## config.mk

```make
export PLATFORM = sky130hd
export DESIGN_NAME = cpu_control_unit
export DESIGN_NICKNAME = d
export VERILOG_FILES = /design/src/rtl/cpu_control_unit.sv
export SDC_FILE = /design/constraint.sdc
export NUM_CORES = 1
export LEC_CHECK = 0
export ABC_AREA = 1
export BUFFER_PORTS_ARGS = -buffer_cell sky130_fd_sc_hd__buf_2
export CAP_MARGIN = 20
export CORE_MARGIN = 4
export CORE_UTILIZATION = 42
export DETAILED_ROUTE_END_ITERATION = 7
export GPL_TIMING_DRIVEN = 0
export PLACE_DENSITY_LB_ADDON = 0.1
export SLEW_MARGIN = 10
export SYNTH_ARGS = -nofsm -noshare
export SYNTH_HDL_FRONTEND = slang
export SYNTH_SLANG_ARGS = --single-unit
```

## constraint.sdc

```tcl
create_clock -name clk -period 1.84 [get_ports clk]
set_input_delay 0.46 -clock clk [delete_from_list [all_inputs] [get_ports clk]]
set_output_delay 0.46 -clock clk [all_outputs]
set_load 0.03 [all_outputs]
```

## src/rtl/cpu_control_unit.sv

```systemverilog
// cpu_control_unit: multi-cycle FETCH/DECODE/EXEC/MEM/WB sequencer with registered outputs.
// Define CPU_CTRL_WATCHDOG_EN to add a 16-cycle memory-wait watchdog and the FAULT state.
module cpu_control_unit (
    input  logic        clk,
    input  logic        reset,
    input  logic [2:0]  Opcode,
    input  logic        BEQ,
    input  logic [12:0] newPC,
    input  logic        memDone,
    output logic        read,
    output logic        write,
    output logic        instruction,
    output logic        instructionType,
    output logic [2:0]  ALU_Op,
    output logic [12:0] PC,
    output logic        writeFlag,
    output logic        fault
);
    typedef enum logic [2:0] {FETCH, DECODE, EXEC, MEM, WB, FAULT} state_t;
    state_t state, nxt;
    logic [2:0] opq, op, alu_d;
    logic [12:0] pc_d;
    logic it_d, done;
    // memDone only counts while one of our own requests is outstanding
    assign done = memDone & (read | write);
    assign op = (state == DECODE) ? Opcode : opq;
    assign alu_d = (op == 3'b010) ? 3'd2 : (op == 3'b011) ? 3'd3 :
                   (op == 3'b001 || op == 3'b111) ? 3'd1 : 3'd0;
    assign it_d = !(op inside {3'b100, 3'b101, 3'b110});
`ifdef CPU_CTRL_WATCHDOG_EN
    logic [3:0] wd;
    logic waiting, timeout;
    assign waiting = (state == FETCH || state == MEM) && (read || write);
    assign timeout = waiting && !memDone && wd == 4'hf;
`endif
    always_comb begin
        nxt = state;
        pc_d = PC;
        case (state)
            FETCH:  nxt = done ? DECODE : FETCH;
            DECODE: nxt = EXEC;
            EXEC: begin
                nxt = (op == 3'b111) ? FETCH : (op == 3'b101 || op == 3'b110) ? MEM : WB;
                if (op == 3'b111) pc_d = BEQ ? newPC : PC + 13'd1;
            end
            MEM: begin
                if (done) nxt = (op == 3'b101) ? WB : FETCH;
                if (done && op == 3'b110) pc_d = PC + 13'd1;
            end
            WB: begin
                nxt = FETCH;
                pc_d = PC + 13'd1;
            end
            default: nxt = state;
        endcase
`ifdef CPU_CTRL_WATCHDOG_EN
        if (timeout) nxt = FAULT;
`endif
    end
    always_ff @(posedge clk or negedge reset) begin
        if (!reset) begin
            state <= FETCH;
            PC <= '0;
            opq <= '0;
            read <= 1'b0;
            write <= 1'b0;
            instruction <= 1'b0;
            instructionType <= 1'b0;
            ALU_Op <= '0;
            writeFlag <= 1'b0;
        end else begin
            state <= nxt;
            PC <= pc_d;
            if (state == DECODE) opq <= Opcode;
            read <= nxt == FETCH || (nxt == MEM && op == 3'b101);
            write <= nxt == MEM && op == 3'b110;
            instruction <= nxt == FETCH;
            writeFlag <= nxt == WB;
            if (nxt == EXEC) begin
                ALU_Op <= alu_d;
                instructionType <= it_d;
            end
        end
    end
`ifdef CPU_CTRL_WATCHDOG_EN
    always_ff @(posedge clk or negedge reset) begin
        if (!reset) begin
            wd <= '0;
            fault <= 1'b0;
        end else begin
            wd <= (waiting && nxt == state) ? wd + 4'd1 : 4'd0;
            fault <= nxt == FAULT;
        end
    end
`else
    assign fault = 1'b0;
`endif
endmodule

```

==> impl_metrics.sql <==
INSERT INTO impl_metrics (metric_group, metric, value, unit) VALUES
('finish', 'flow.area_growth_from_synthesis', '23.5', '%'),
('setup_path', 'crit_fanout', '10', ''),
('sta', 'post-route-period-util', '92.0', '%'),
('setup_path', 'worstSetupEndpointType', 'register', ''),
('route', 'post-route-drc-count', '0', ''),
('sta', 'worst_clock_skew', '0.00208', 'ns'),
('grt', 'globalRoute.totalOverflow', '0', ''),
('logic_synthesis', 'syn_inst', '218', ''),
('logic_synthesis', 'netlist_top_cells_count', '70 x sky130_fd_sc_hd__nand2_1, 26 x sky130_fd_sc_hd__dfrtp_1, 22 x sky130_fd_sc_hd__inv_1', ''),
('route', 'firstDrtPassIters', '4', ''),
('cts', 'cts_root_buffer', 'sky130_fd_sc_hd__clkbuf_8', ''),
('die', 'core.rowCount', '22', ''),
('sta', 'final-hold-violation-count', '0', ''),
('finish', 'antenna_cells_inserted', '0', ''),
('cts', 'insertion_delay', '0.28', 'ns'),
('cts', 'cts_tree', 'yes', ''),
('grt', 'global_route_wire_length_before_repair', '6.37', 'mm'),
('pwr', 'power.switching', '240', 'uW'),
('cts', 'cts.htree.levels', '1', ''),
('logic_synthesis', 'synth_area_per_cell', '7.28', 'um^2'),
('finish', 'finalNetCount', '286', ''),
('logic_synthesis', 'synthDominantAreaCellType', 'sky130_fd_sc_hd__dfrtp_1', ''),
('grt', 'vias_in_the_first_global_route', '1385', ''),
('flow_run', 'maxCapViolations', '0', ''),
('logic_synthesis', 'synth.top_cells.by_area', 'sky130_fd_sc_hd__dfrtp_1 41%, sky130_fd_sc_hd__nand2_1 17%, sky130_fd_sc_hd__nand3_1 6.6%', ''),
('setup_path', 'longest_individual_stage_delay_on_the_worst_path', '0.43', 'ns'),
('logic_synthesis', 'synth_mux_area_share', '0.630', '%'),
('die', 'dieWidth', '69.5', 'um'),
('setup_path', 'cp_data_required_time', '2.02', 'ns'),
('run_status', 'outcome', 'completed', ''),
('route', 'antenna_left', '0', ''),
('sta', 'max_clock_freq', '0.590', 'GHz'),
('cts', 'cts_inserted_buffers', '3', ''),
('route', 'route.detailed.vias_per_inst', '4.88', ''),
('finish', 'layout.cells.non_filler', '312', ''),
('route', 'drt-initial-drc-count', '93', ''),
('route', 'route.vias.total', '1524', ''),
('sta', 'worst-slew-pin-transition', '0.591', 'ns'),
('pwr', 'power.ir.vdd_worst', '0.208', 'mV'),
('pwr', 'p_seq_share', '50.6', '%'),
('placement', 'place_inst', '306', ''),
('sta', 'timing.max_slew.rel_slack', '60.6', '%'),
('sta', 'finalWorstPathRequiredPeriod', '1.69', 'ns'),
('logic_synthesis', 'synth_fa_ha_area_share', '0.788', '%'),
('pwr', 'power.clock.fraction', '42.8', '%'),
('setup_path', 'worst_setup_path_start_kind', 'register', ''),
('sta', 'slew_viol_final', '0', ''),
('logic_synthesis', 'combinational_family_with_the_most_area_after_synthesis', 'simple AND/OR/NAND/NOR gates', ''),
('logic_synthesis', 'synth_top_flop_cell', 'sky130_fd_sc_hd__dfrtp_1', ''),
('setup_path', 'timing_worst_setup_path_type', 'register to register', ''),
('logic_synthesis', 'synth_cell_types', '32', ''),
('pwr', 'p_int', '894', 'uW'),
('pwr', 'leakagePower', '1.03', 'nW'),
('logic_synthesis', 'synth.most_common_cell', 'sky130_fd_sc_hd__nand2_1', ''),
('cts', 'clkTransAtPathRegs', '0.09', 'ns'),
('placement', 'place_hpwl', '2.79', 'mm'),
('pwr', 'netSwitchingFraction', '21.2', '%'),
('worst_hold_path', 'hp-class', 'input port to asynchronous set/reset pin', ''),
('cts', 'max-clock-path-buffers', '2', ''),
('route', 'route.detailed.wl_per_inst', '12.0', 'um'),
('cts', 'numClockSinks', '26', ''),
('sta', 'setup_tns', '0', 'ns'),
('die', 'io_pins', '42', ''),
('setup_path', 'crit_slowest_cell', 'sky130_fd_sc_hd__dfrtp_2', ''),
('grt', 'grt_start_max_net_pins', '27', ''),
('die', 'core-area', '3660', 'um^2'),
('die', 'die_height', '69.5', 'um'),
('setup_path', 'timing.critical_path.arrival', '1.87', 'ns'),
('logic_synthesis', 'yosysWarningCount', '0', ''),
('pwr', 'fin_total_pwr', '1.13', 'mW'),
('logic_synthesis', 'netlist.area_leader.share', '41.0', '%');
## layout make-up
| cell class | instances | area [um^2] |
|---|---|---|
| fill | 372 | 1700 |
| multi-input combinational | 161 | 818 |
| sequential | 26 | 653 |
| timing repair buffer | 41 | 210 |
| inverter | 26 | 104 |
| tap | 48 | 60.1 |
| buffer | 6 | 43.8 |
| clock buffer | 3 | 41.3 |
| clock inverter | 1 | 30.0 |
## state kept, by name (all words and copies together) (netlist names)
register and count:
instruction 1, PC 13, ALU_Op 2, instructionType 1, read 1, opq 3, state 3, writeFlag 1
write 1
## worst max-delay path, delay by kind of cell (launching register included)
family,cells,cell delay [ns]
and+or+nand+nor,7,0.72
DFF,1,0.43
AOI/OAI and AO/OA,1,0.08
buffers and inverters,3,0.38
## power groups by stage
| stage | clock [mW] | combinational [mW] | sequential, mW |
|---|---|---|---|
| 5_1_grt | 0.521 | 0.0858 | 0.574 |
| 4_1_cts | 0.501 | 0.0751 | 0.573 |
| 2_1_floorplan | 0 | 0.0358 | 0.584 |
| 3_3_place_gp | 0 | 0.0745 | 0.584 |
| 3_5_place_dp | 0 | 0.0750 | 0.584 |
| 6_report | 0.485 | 0.0753 | 0.573 |
## repair_timing
item / CTS / global route
buffers inserted: 0 / 2
resized for setup: 0 / 10
endpoints found under the setup margin: 0 / 11
hold buffers: 0 / 0
## through the flow
stage          utilization [%]  setup slack (ns)  instance area (um^2)
2_1_floorplan                -            0.0648                  1590
3_3_place_gp              50.4            0.0706                  1850
3_5_place_dp              50.4            0.0669                  1850
4_1_cts                   52.4            0.0435                  1920
5_1_grt                   53.6          -0.00573                  1960
6_report                  53.6             0.146                  1960
## path summary, 6_finish.rpt
path	endpoint	slack [ns]	start	cells past startpoint
min	opq[2]$_DFF_PN0_	0.17	reset	1
min in group clk	PC[1]$_DFFE_PN0P_	0.47	newPC[1]	5
max in group asynchronous	state[2]$_DFF_PN0_	1.25	reset	1
min reg2reg	ALU_Op[1]$_DFFE_PN0N_	0.49	ALU_Op[1]$_DFFE_PN0N_	2
max	PC[4]$_DFFE_PN0P_	0.15	state[2]$_DFF_PN0_	11
max reg2reg	PC[4]$_DFFE_PN0P_	0.15	state[2]$_DFF_PN0_	11
## cell usage in the layout (no fill, tap or decap), drive strengths merged, types with 2 or more instances in the layout
cell type,netlist,routed
nand4,10,10
dfrtp,26,26
o21bai,2,2
xor2,2,2
buf,6,47
or2,2,2
clkbuf,0,3
nand2,74,74
conb,1,2
nor3,3,3
o21ai,18,18
nor2,15,15
xnor2,3,3
inv,25,25
nand3,23,23
## per-layer routing
layer	vias up	wire, um	global-route usage (%)	part of all wire (%)
met5	-	0	0	0
met4	0	69	6.51	1.8
met3	7	200	2.90	5.3
met2	43	1540	21.8	41
met1	673	1940	24.6	52
li1	801	-	-	-
## kinds of logic (layout without fill, tap and decap cells)
| kind of cell | count (synthesis) | count (layout) |
|---|---|---|
| XOR/XNOR | 5 | 5 |
| buffers and inverters | 32 | 77 |
| flip-flops | 26 | 26 |
| AO/OA/AOI/OAI | 25 | 25 |
| adder cells (fa/ha/maj) | 1 | 1 |
| other | 1 | 2 |
| AND/OR/NAND/NOR | 127 | 127 |
| multiplexers | 1 | 1 |
Note: power is estimated with default switching activity, not from simulation.
